## src/rtl/rc6_serial_rx.sv

```systemverilog
`timescale 1ns/1ps
// rc6_serial_rx
// Input stage of the RC6 datapath. Samples a framed serial stream
// (clk_in / sta_in / data_in) in the clk domain, assembles BLOCK_W bits
// MSB-first and offers the block to the core through a valid/ready handshake.
//
// Ports:
//   clk         system clock, all flops on rising edge
//   reset       synchronous, active-high reset
//   clk_in      serial bit clock from pin (treated as data, edge-detected)
//   sta_in      frame strobe, high for the whole frame
//   data_in     serial data bit
//   data_out    assembled block, first received bit in the MSB
//   data_valid  data_out holds a complete, unconsumed block
//   data_ready  consumer accepts the block when high together with data_valid
//   frame_err   one-cycle pulse when a frame ends before BLOCK_W bits
//   overrun     sticky flag, a completed block was dropped; cleared by reset
module rc6_serial_rx #(
    parameter int SYNC_STAGES = 2,
    parameter int BLOCK_W     = 128
) (
    input  logic               clk,
    input  logic               reset,
    input  logic               clk_in,
    input  logic               sta_in,
    input  logic               data_in,
    output logic [BLOCK_W-1:0] data_out,
    output logic               data_valid,
    input  logic               data_ready,
    output logic               frame_err,
    output logic               overrun
);

    localparam int CNT_W = $clog2(BLOCK_W + 1);
    localparam logic [CNT_W-1:0] CNT_FULL = CNT_W'(BLOCK_W);

    typedef enum logic [1:0] {
        IDLE     = 2'd0,
        RECV     = 2'd1,
        LOAD     = 2'd2,
        WAIT_END = 2'd3
    } state_t;

    // Synchroniser chains, one per input pin.
    logic [SYNC_STAGES-1:0] clk_sync_q;
    logic [SYNC_STAGES-1:0] sta_sync_q;
    logic [SYNC_STAGES-1:0] dat_sync_q;

    genvar gi;
    generate
        for (gi = 0; gi < SYNC_STAGES; gi++) begin : g_sync
            if (gi == 0) begin : g_first
                always_ff @(posedge clk) begin
                    if (reset) begin
                        clk_sync_q[gi] <= 1'b0;
                        sta_sync_q[gi] <= 1'b0;
                        dat_sync_q[gi] <= 1'b0;
                    end else begin
                        clk_sync_q[gi] <= clk_in;
                        sta_sync_q[gi] <= sta_in;
                        dat_sync_q[gi] <= data_in;
                    end
                end
            end else begin : g_rest
                always_ff @(posedge clk) begin
                    if (reset) begin
                        clk_sync_q[gi] <= 1'b0;
                        sta_sync_q[gi] <= 1'b0;
                        dat_sync_q[gi] <= 1'b0;
                    end else begin
                        clk_sync_q[gi] <= clk_sync_q[gi-1];
                        sta_sync_q[gi] <= sta_sync_q[gi-1];
                        dat_sync_q[gi] <= dat_sync_q[gi-1];
                    end
                end
            end
        end
    endgenerate

    logic clk_s;
    logic sta_s;
    logic data_s;
    logic clk_s_d_q;
    logic sta_s_d_q;

    assign clk_s  = clk_sync_q[SYNC_STAGES-1];
    assign sta_s  = sta_sync_q[SYNC_STAGES-1];
    assign data_s = dat_sync_q[SYNC_STAGES-1];

    // Tracks which synchroniser stages hold real pin samples since reset.
    // The zeros left in the chain by reset are not a genuine low level, so a
    // frame already running at reset release must not look like a new
    // sta_rise; the top bit says sta_s_d_q is a real sample.
    logic [SYNC_STAGES:0] flush_q;

    always_ff @(posedge clk) begin
        if (reset) begin
            clk_s_d_q <= 1'b0;
            sta_s_d_q <= 1'b0;
            flush_q   <= '0;
        end else begin
            clk_s_d_q <= clk_s;
            sta_s_d_q <= sta_s;
            flush_q   <= {flush_q[SYNC_STAGES-1:0], 1'b1};
        end
    end

    logic bit_stb;
    logic sta_rise;
    logic sta_fall;

    assign bit_stb  = clk_s & ~clk_s_d_q;
    assign sta_rise = sta_s & ~sta_s_d_q & flush_q[SYNC_STAGES];
    assign sta_fall = ~sta_s & sta_s_d_q;

    // Frame FSM and datapath.
    state_t             state_q,    state_d;
    logic [CNT_W-1:0]   cnt_q,      cnt_d;
    logic [BLOCK_W-1:0] shift_q,    shift_d;
    logic [BLOCK_W-1:0] data_out_q, data_out_d;
    logic               valid_q,    valid_d;
    logic               err_q,      err_d;
    logic               ovr_q,      ovr_d;

    always_ff @(posedge clk) begin
        if (reset) begin
            state_q    <= IDLE;
            cnt_q      <= '0;
            shift_q    <= '0;
            data_out_q <= '0;
            valid_q    <= 1'b0;
            err_q      <= 1'b0;
            ovr_q      <= 1'b0;
        end else begin
            state_q    <= state_d;
            cnt_q      <= cnt_d;
            shift_q    <= shift_d;
            data_out_q <= data_out_d;
            valid_q    <= valid_d;
            err_q      <= err_d;
            ovr_q      <= ovr_d;
        end
    end

    always_comb begin
        state_d    = state_q;
        cnt_d      = cnt_q;
        shift_d    = shift_q;
        data_out_d = data_out_q;
        valid_d    = valid_q;
        err_d      = 1'b0;
        ovr_d      = ovr_q;

        if (valid_q && data_ready) begin
            valid_d = 1'b0;
        end

        case (state_q)
            IDLE: begin
                if (sta_rise) begin
                    cnt_d   = '0;
                    shift_d = '0;
                    state_d = RECV;
                end
            end
            RECV: begin
                // A full counter takes precedence: the frame is complete even
                // if the strobe drops right after the last bit.
                if (cnt_q == CNT_FULL) begin
                    state_d = LOAD;
                end else if (sta_fall) begin
                    err_d   = 1'b1;
                    state_d = IDLE;
                end else if (bit_stb && sta_s) begin
                    shift_d = {shift_q[BLOCK_W-2:0], data_s};
                    cnt_d   = cnt_q + CNT_W'(1);
                end
            end
            LOAD: begin
                // The output slot is free if empty or being emptied this cycle.
                if (!valid_q || data_ready) begin
                    data_out_d = shift_q;
                    valid_d    = 1'b1;
                end else begin
                    ovr_d = 1'b1;
                end
                state_d = WAIT_END;
            end
            WAIT_END: begin
                if (!sta_s) begin
                    state_d = IDLE;
                end
            end
            default: state_d = IDLE;
        endcase
    end

    assign data_out   = data_out_q;
    assign data_valid = valid_q;
    assign frame_err  = err_q;
    assign overrun    = ovr_q;

endmodule

```

## config.mk

```make
export PLATFORM = sky130hd
export DESIGN_NAME = rc6_serial_rx
export DESIGN_NICKNAME = d
export VERILOG_FILES = /design/src/rtl/rc6_serial_rx.sv
export SDC_FILE = /design/constraint.sdc
export NUM_CORES = 1
export LEC_CHECK = 0
export BUFFER_PORTS_ARGS = -buffer_cell sky130_fd_sc_hd__clkbuf_2
export CAP_MARGIN = 25
export CELL_PAD_IN_SITES_DETAIL_PLACEMENT = 1
export CELL_PAD_IN_SITES_GLOBAL_PLACEMENT = 2
export CORE_AREA = 2 2 159 161
export DETAILED_ROUTE_END_ITERATION = 8
export DIE_AREA = 0 0 161 163
export PLACE_DENSITY = 0.8
export SLEW_MARGIN = 20
export SYNTH_ARGS = -nofsm -noshare
export SYNTH_HDL_FRONTEND = slang
export SYNTH_SLANG_ARGS = --single-unit
```

## constraint.sdc

```tcl
create_clock -name clk -period 4.34 [get_ports clk]
set_input_delay 0.217 -clock clk [delete_from_list [all_inputs] [get_ports clk]]
set_output_delay 0.217 -clock clk [all_outputs]
set_load 0.02 [all_outputs]
```

==> summary.txt <==
Outcome
  – Status: completed

STA
  – RSZ-0062 raised after global routing: false
  – Setup violations, final: 0
  – Setup TNS: 0 ns
  – Post-route clock skew: ~0.020 ns
  – Fin. Hold Viols: 0
  – Slew margin rel.: about a third
  – Final period util: about two thirds
  – Minimum clock period: about 2.9 ns
  – Final Max Slew Viols: 0
  – Worst slew pin tran: 0.984 ns
  – Fmax: between 0.3 and 0.4 GHz

Die
  – DIE AREA: 26,200 sq um
  – Core area: roughly 25,000 sq um
  – Num ports: 137
  – Site Rows: 58
  – Die Span X: 161 um
  – Die height: approximately 160 um
  – Starting Density: between 30% and 40%

Critical path
  – R2R Path End: shift_q[120]
  – Worst setup startpoint: cnt_q[0]
  – Worst setup SP type: register
  – Worst-path cell chain: inv_1 -> ha_1 -> or4b_1 -> or3_1 -> a21oi_4 -> buf_4 -> a22o_1
  – Worst Setup End Kind: register
  – Top cell family by delay on the critical path: simple AND/OR/NAND/NOR gates
  – CP Buf/Inv Count: 2
  – Reg2reg path depth: 7
  – Max FO, Critical Path: 92
  – CP arrival: roughly 3.4 ns
  – Worst flop-to-flop path startpoint: cnt_q[0]
  – Crit Path Category: reg -> reg
  – R2R Setup Slk: 1.40 ns
  – Slowest stage cell on the critical path: buf_4
  – Critical Path RT: approximately 4.8 ns
  – Critical path depth: 7
  – Max stage delay on crit path: roughly 0.77 ns
  – Worst Setup EP: shift_q[120]

Placement
  – Buffers on Ports: about 140
  – HPWL reported at the end of detailed placement: around 12,000 um
  – GP Congestion: 0.734

Pwr
  – Clock network power share: about 49%
  – Reg power frac: around 50%
  – Internal: between 4 and 5 mW
  – Net Sw Power: between 1 and 1.5 mW
  – Tot Pwr: 5.13 mW
  – Leakage: about 4.2 nW
  – VDD IR max: approximately 0.24 mV
  – Gate power share: about 1.2%
  – Sw Share: between 20% and 30%
  – P per Cell Area: 465 nW/um^2

Logic synthesis
  – Warnings from Yosys: 0
  – Synth Instances: around 950
  – Syn Area/Cell: 9.70 sq um
  – Yosys reg bits: 280
  – Yosys top cell area share: 61.0%
  – Post-synthesis sequential area ratio: slightly above 60%
  – Cell Area, Synth: 9190 sq um
  – Yosys cell types: 35
  – Syn nets: between 900 and 1,000
  – Synth area leader: dfxtp_1
  – Main area contributors after synthesis: dfxtp_1, a22o_1, nand2_1

Detailed routing
  – Drt drc: 0
  – Drt via density: roughly 5
  – Via Count: about 7,000
  – Antenna Violating Nets Remaining: 0
  – Number of iterations in the first detailed-routing pass: 4
  – Routed len/inst: 14.8 um
  – DR iter-0 viols: between 300 and 400
  – Routed WL: about 21,000 um

Hold path
  – Hold Crit Class: in -> reg

Cells and area
  – Most common cell after layout, fill and taps aside: dfxtp_1
  – Layout Area Growth over Synthesis: 20.0%
  – Diodes inserted: 0
  – Most frequent cells in the layout: dfxtp_1, nand2_1, a21oi_1
  – Share of layout cells above drive strength 1: 18.5%
  – Nets: about 1,100

Global routing
  – Largest net degree at the start of global routing: slightly above 90
  – Tot GR Track Use: between 10% and 20%
  – Initial antenna violation count: 0
  – Overflow after GRT: 0
  – Vias in the first global route: slightly below 7,000
  – First-pass GRT wire length: 34,600 um

Clock network
  – Root Buffer: clkbuf_16
  – Clock Path Buffers: 3
  – Post-cts resize count: 0
  – H-tree depth: 1
  – Clk_lat worst skew: roughly 0.55 ns
  – CTS tree: done
  – CTS sink count: 280
  – Clock-pin slew on the worst setup and hold paths: 0.06 ns
  – Setup bufs post-CTS: 0
  – CTS buffer count: 30

Flow run
  – Max Cap Viol: 0
==> worst min path at each step <==
stage          slack [ns]           from          to  depth (start not counted)
4_1_cts              0.02     data_ready     overrun                          4
3_5_place_dp         0.43  dat_sync_q[0]      data_s                          1
2_1_floorplan        0.29          reset  flush_q[0]                          1
5_1_grt              0.07     data_ready     overrun                          4
3_3_place_gp         0.42     flush_q[0]  flush_q[1]                          1
6_report             0.05     data_ready     overrun                          4
==> synthesized netlist by cell type <==
library cell	n
nor2_1	8
nand2b_1	3
nand3b_1	2
or4b_1	1
nor4_1	1
o22a_1	1
or3_1	3
a221oi_1	1
dfxtp_1	280
a21oi_2	1
nor4b_1	1
a31oi_1	5
ha_1	2
a221o_1	1
nor2b_1	12
buf_2	5
nand4_1	1
a2111o_1	1
and2_1	1
or3b_2	1
o22ai_1	1
clkbuf_1	49
buf_6	11
o32ai_1	1
buf_1	8
nand3_1	2
a21oi_1	136
a21o_1	3
and3_1	3
nor3_1	1
or2_2	1
o21ai_0	3
inv_1	6
nand2_1	262
a22o_1	129
==> flip-flops by register name (all words and copies together) (netlist names), named ones only <==
name / cells
state_q: 1
clk_sync_q: 1
sta_s_d_q: 1
data_s: 1
flush_q: 3
clk_s_d_q: 1
clk_s: 1
data_out: 128
data_valid: 1
cnt_q: 8
frame_err: 1
overrun: 1
sta_sync_q: 1
dat_sync_q: 1
shift_q: 128
sta_s: 1
==> area by class of cell <==
class / count / area [sq um]
Tap cell: 330 / 413
Fill cell: 2845 / 13600
Clock inverter: 10 / 82.6
Sequential cell: 280 / 5610
Multi-Input combinational cell: 588 / 3220
Clock buffer: 45 / 898
Timing Repair Buffer: 148 / 781
Inverter: 6 / 22.5
==> worst register-to-register path, stage by stage, from the launching register on <==
cell and delay, ns:
dfxtp_1 0.33, inv_1 0.11, ha_1 0.14, or4b_1 0.47, or3_1 0.52, a21oi_4 0.22
buf_4 0.77, a22o_1 0.31
==> layer usage <==
metal	global-route usage [%]	wire, um
met5	0	0
met2	26.5	9630
met1	20.7	9930
met4	4.18	324
met3	3.18	994
==> power by group through the flow <==
| stage | clock network (mW) | registers [mW] | logic, mW |
|---|---|---|---|
| 2_1_floorplan | 0 | 2.63 | 0.0523 |
| 3_3_place_gp | 0 | 2.63 | 0.0584 |
| 3_5_place_dp | 0 | 2.63 | 0.0593 |
| 4_1_cts | 2.58 | 2.58 | 0.0614 |
| 5_1_grt | 2.69 | 2.57 | 0.0668 |
| 6_report | 2.49 | 2.58 | 0.0593 |
==> stage by stage <==
step	cells	cell area, sq um	setup WS (ns)	utilization [%]	hold slack [ns]
after floorplan	947	9190	2.20	-	0.292
after global placement	1349	10000	1.52	40.6	0.417
after detailed placement	1349	10000	1.41	40.6	0.428
after CTS	1407	11000	1.38	44.7	0.0237
after global routing	1407	11000	1.20	44.7	0.0687
final	1407	11000	1.40	44.7	0.0485
==> cell families after synthesis <==
family	count (synthesis)	share of synthesized area [%]
and+or+nand+nor	303	13.4
DFF	280	61.0
buffers and inverters	79	4.20
AOI/OAI and AO/OA	283	21.1
adders and majority gates	2	0.272
==> what timing repair did <==
action / in CTS / in global routing
endpoints found under the hold margin: 3 / 0
hold buffers: 3 / 0
endpoints found under the setup margin: 0 / 0
Power figures use the tool's default switching activity.
